[config.mk]
export PLATFORM = sky130hd
export DESIGN_NAME = dac_stream_ctrl
export DESIGN_NICKNAME = d
export VERILOG_FILES = /design/src/rtl/dac_stream_ctrl.sv
export SDC_FILE = /design/constraint.sdc
export NUM_CORES = 1
export LEC_CHECK = 0
export ABC_CLOCK_PERIOD_IN_PS = 5950
export BUFFER_PORTS_ARGS = -buffer_cell sky130_fd_sc_hd__buf_4
export CORE_MARGIN = 1
export CORE_UTILIZATION = 25
export CTS_CLUSTER_DIAMETER = 200
export DETAILED_ROUTE_END_ITERATION = 7
export PLACE_DENSITY_LB_ADDON = 0.12
export REMOVE_ABC_BUFFERS = 1
export SETUP_SLACK_MARGIN = 0.4
export SYNTH_ARGS = -nofsm -noshare
export SYNTH_HDL_FRONTEND = slang
export SYNTH_SLANG_ARGS = --single-unit
[constraint.sdc]
create_clock -name clk -period 5.95 [get_ports clk]
set_input_delay 0.595 -clock clk [delete_from_list [all_inputs] [get_ports clk]]
set_output_delay 0.595 -clock clk [all_outputs]
set_load 0.03 [all_outputs]
[src/rtl/dac_stream_ctrl.sv]
// dac_stream_ctrl: sample FIFO feeding a DAC at a fixed divided sample rate.
// The FIFO is primed to half full before playback starts and re-primed after an underflow.
// Build option: define DAC_SIGNED_IN_EN to accept two's-complement samples.
// The sample MSB is then inverted at the FIFO output, giving offset-binary DAC codes.
module dac_stream_ctrl #(
  parameter int unsigned DW    = 8,
  parameter int unsigned DEPTH = 16,
  parameter int unsigned DIV   = 4
) (
  input  logic                     clk,
  input  logic                     rst,
  input  logic                     en,
  input  logic [DW-1:0]            s_data,
  input  logic                     s_valid,
  output logic                     s_ready,
  input  logic                     clr_uf,
  output logic [DW-1:0]            da_data,
  output logic                     clk_dac,
  output logic [$clog2(DEPTH):0]   level,
  output logic                     underflow
);

  localparam int unsigned AW = $clog2(DEPTH);
  localparam int unsigned LW = AW + 1;
  localparam int unsigned CW = (DIV > 2) ? $clog2(DIV) : 1;

  typedef enum logic [1:0] {
    IDLE  = 2'd0,
    PRIME = 2'd1,
    RUN   = 2'd2
  } state_e;

  state_e          state_q, state_d;
  logic [CW-1:0]   count_q, count_d;
  logic [AW-1:0]   wr_ptr_q, wr_ptr_d;
  logic [AW-1:0]   rd_ptr_q, rd_ptr_d;
  logic [LW-1:0]   level_q, level_d;
  logic [DW-1:0]   da_data_q, da_data_d;
  logic            clk_dac_q, clk_dac_d;
  logic            underflow_q, underflow_d;

  logic [DW-1:0]   mem_q [DEPTH];
  logic [DW-1:0]   fifo_out;
  logic            push;
  logic            pop;
  logic            tick;
  logic            uf_set;

  // Backpressure only when completely full.
  assign s_ready   = (level_q != LW'(DEPTH));
  assign da_data   = da_data_q;
  assign clk_dac   = clk_dac_q;
  assign level     = level_q;
  assign underflow = underflow_q;

  // Head-of-FIFO sample, converted to the DAC code format.
`ifdef DAC_SIGNED_IN_EN
  localparam logic [DW-1:0] MSB_MASK = DW'(1) << (DW - 1);
  assign fifo_out = mem_q[rd_ptr_q] ^ MSB_MASK;
`else
  assign fifo_out = mem_q[rd_ptr_q];
`endif

  // Sample storage; contents need no reset since level gates every read.
  always_ff @(posedge clk) begin
    if (push) begin
      mem_q[wr_ptr_q] <= s_data;
    end
  end

  // Next-state, counter, FIFO bookkeeping and output register inputs.
  always_comb begin
    state_d     = state_q;
    count_d     = count_q;
    wr_ptr_d    = wr_ptr_q;
    rd_ptr_d    = rd_ptr_q;
    level_d     = level_q;
    da_data_d   = da_data_q;
    clk_dac_d   = 1'b0;
    underflow_d = underflow_q;
    pop         = 1'b0;
    uf_set      = 1'b0;

    push = s_valid && s_ready;
    tick = en && (state_q != IDLE) && (count_q == CW'(DIV - 1));

    case (state_q)
      IDLE: begin
        if (en) begin
          state_d = PRIME;
        end
      end
      PRIME: begin
        if (tick && (level_q >= LW'(DEPTH / 2))) begin
          state_d = RUN;
        end
      end
      RUN: begin
        if (tick) begin
          if (level_q != '0) begin
            pop = 1'b1;
          end else begin
            uf_set  = 1'b1;
            state_d = PRIME;
          end
        end
      end
      default: state_d = IDLE;
    endcase

    if (!en) begin
      state_d = IDLE;
    end

    // Counter is parked at zero whenever playback is idle or disabled.
    if (!en || (state_q == IDLE)) begin
      count_d = '0;
    end else if (count_q == CW'(DIV - 1)) begin
      count_d = '0;
    end else begin
      count_d = count_q + CW'(1);
    end

    // Registered from the next count so clk_dac lines up with count_q.
    clk_dac_d = (count_d >= CW'(DIV / 2));

    if (push) begin
      wr_ptr_d = wr_ptr_q + AW'(1);
    end
    if (pop) begin
      rd_ptr_d  = rd_ptr_q + AW'(1);
      da_data_d = fifo_out;
    end
    level_d = level_q + LW'(push) - LW'(pop);

    // A same-cycle set beats the clear.
    if (uf_set) begin
      underflow_d = 1'b1;
    end else if (clr_uf) begin
      underflow_d = 1'b0;
    end
  end

  // State and datapath registers.
  always_ff @(posedge clk or posedge rst) begin
    if (rst) begin
      state_q     <= IDLE;
      count_q     <= '0;
      wr_ptr_q    <= '0;
      rd_ptr_q    <= '0;
      level_q     <= '0;
      da_data_q   <= '0;
      clk_dac_q   <= 1'b0;
      underflow_q <= 1'b0;
    end else begin
      state_q     <= state_d;
      count_q     <= count_d;
      wr_ptr_q    <= wr_ptr_d;
      rd_ptr_q    <= rd_ptr_d;
      level_q     <= level_d;
      da_data_q   <= da_data_d;
      clk_dac_q   <= clk_dac_d;
      underflow_q <= underflow_d;
    end
  end

endmodule

==> qor.txt <==
Worst Hold Class: in2async
Comb pwr share: 14.6%
TritonCTS Buffers: 17
total clock sinks: 155
PwrDens: 379.8 nW/µm²
VDD IR max: 0.1856 mV
GRT Total Usage: 11.59%
PostCTS Resize Cnt: 0
Mapped Area: 6352 µm²
global-route wire length before repair: 21.37 mm
io pins: 29
Mapped Cells: 341
Final min period: 3.514 ns
# rows: 57
vias: 3,117
syn avg cell area: 18.63 µm²
Critical Path Sink Type: flop
DRC: 0
Fmax: 284.6 MHz
CTS H-tree depth: 4
Slew headroom: 35.31%
die area: 26,050 µm²
M1 WL: 6.873 mm
Placeable Area: 24,600 µm²
Longest Clk Path Bufs: 2
fraction of registers with async set/reset: 17.42%
vias in the first global route: 3,292
initial antenna violation count: 0
CP Max Fanout: 19
antenna cell count: 0
met2 routed WL: 6.887 mm
DP Wirelength: 8.827 mm
Yosys top cell area share: 60.51%
CTS root buf: clkbuf_16
register bit total from synthesis: 155
Cell Int Power: 2.110 mW
RSZ-0062 raised after global routing: false
synth top area cells: edfxtp_1, dfrtp_1, mux4_2
area grow syn2layout: 18.28%
DRT Wirelength: 14.26 mm
share of layout cells above drive strength 1: 23.85%
Die X: 161.4 µm
period utilisation layout: 59.06%
Pre-Repair DR Iteration Count: 4
Starting Density: 25.82%
P_sw: 0.7440 mW
Slew Limit Fails: 0
Arr. time, crit path: 3.85 ns
crit path kind: reg2reg
gpl congestion: 0.6951
Synth area leader: edfxtp_1
CTS Hold Bufs: 0
final hold vios: 0
initial DRC count: 223
routed wire length per instance: 19.97 µm
average vias per placed instance: 4.366
grt total ovfl: 0
Min Hold Slack: 0.2760 ns
status: finished, final reports clean
Post-CTS Setup Repair Bufs: 0
number of max-cap violations: 0
clock skew: 0.006162 ns
dominant synthesized flop cell: edfxtp_1
die height: 161.4 µm
top layer in use: met4
Met3 Wirelength: 391 µm
Buffers on Ports: 28
Worst Setup Start Kind: flop
YS warnings: 0
Critical Path RT: 6.29 ns
clk slew on worst S/H paths: 0.06 ns
TritonCTS clock tree: done
Seq pwr share: 47.9%
Leak: 2.586 nW
worst-margin pin slew: 0.9667 ns
setup TNS: 0 ns
Setup-failing EPs final: 0
count leader, synth: edfxtp_1
post-synthesis sequential area ratio: 71.14%
EDFF count, synth: 128
clock network power share: 37.4%
switching part of the total: 26.07%
Final #Nets: 405
largest net degree at the start of global routing: 36
top cells by count, synth: edfxtp_1, dfrtp_1, mux4_2
synth unique cells: 41
antenna-violating nets left: 0
worst-skew pair later-pin latency: 0.42 ns
-- sequential cells by signal (all words and copies together), names as in the netlist --
signal / flops
mem_q: 128
wr_ptr_q: 4
level: 5
count_q: 2
underflow: 1
da_data: 8
rd_ptr_q: 4
state_q: 2
clk_dac: 1
-- cell families after synthesis --
logic type                 Yosys count  synth area share [%]
AOI/OAI and AO/OA                   35                 3.920
xor gates and xnor gates             9                 1.241
adders and majority gates           15                 3.073
buffers and inverters               37                 2.974
DFF                                155                 71.14
muxes                               40                 13.08
and+or+nand+nor                     50                 4.569
-- routing by layer --
layer  up-vias  global-route usage [%]
met2        47                   18.08
met4         0                   3.859
met3         8                   2.722
li1       1409                       -
met1      1653                   15.83
met5         -                       0
-- cell type report --
type                    instances  area [µm²]
clock buffers                  18       429.2
clock inverters                14       153.9
fillers                      2398       17090
inverters                      19       71.32
multi-input cells             149        1669
flip-flops and latches        155        4522
well taps                     324       405.4
repair buffers                 35       262.8
-- through the flow --
step / power [mW] / instance area (µm²) / std cells / utilization, % / worst slack [ns]
3_3_place_gp: 1.806 / 6930 / 682 / 28.17 / 2.478
2_1_floorplan: 1.634 / 6235 / 323 / - / 2.808
3_5_place_dp: 1.810 / 6930 / 682 / 28.17 / 2.406
5_1_grt: 2.977 / 7513 / 714 / 30.54 / 2.113
6_report: 2.853 / 7513 / 714 / 30.54 / 2.436
4_1_cts: 2.885 / 7513 / 714 / 30.54 / 2.375
-- cells in the final DEF, fill, tap and decap left out, types with 9 or more instances in the layout --
| cell | n |
|---|---|
| ha_1 | 14 |
| dfrtp_1 | 25 |
| mux4_2 | 24 |
| buf_4 | 35 |
| inv_1 | 17 |
| a21oi_1 | 11 |
| clkbuf_16 | 17 |
| and2_1 | 9 |
| nor2b_1 | 9 |
| nor2_1 | 9 |
| edfxtp_1 | 128 |
-- critical path, stage by stage, from the launching register on --
cell and delay (ns):
dfrtp_1 0.40, inv_1 0.12, ha_1 0.19, or4b_1 0.47, nand2b_1 0.67, inv_2 0.13, ha_1 0.32, inv_1 0.04
ha_1 0.20, fa_1 0.40, a21oi_1 0.17, nor2_1 0.06, nor2_1 0.12, xor2_1 0.15
-- power by group through the flow --
stage                     Combinational (mW)  Clock [mW]  Sequential [mW]
final                                  0.417        1.07             1.37
after global routing                   0.459        1.14             1.38
after CTS                              0.423        1.09             1.37
after detailed placement               0.421           0             1.39
after global placement                 0.423           0             1.38
after floorplan                        0.230           0             1.40
-- worst paths after layout --
| check | startpoint | end | slack [ns] | cells past startpoint |
|---|---|---|---|---|
| hold reg to reg | count_q[0]$_DFF_PP0_ | count_q[0]$_DFF_PP0_ | 0.44 | 1 |
| max in group asynchronous | rst | rd_ptr_q[1]$_DFFE_PP0P_ | 5.36 | 3 |
| hold / removal | rst | clk_dac$_DFF_PP0_ | 0.28 | 3 |
| min in group clk | clr_uf | underflow$_DFFE_PP0P_ | 0.38 | 2 |
| setup reg to reg | level[2]$_DFF_PP0_ | level[4]$_DFF_PP0_ | 2.44 | 13 |
| setup / recovery | level[2]$_DFF_PP0_ | level[4]$_DFF_PP0_ | 2.44 | 13 |
No activity file was read; power rests on OpenSTA's default activity.
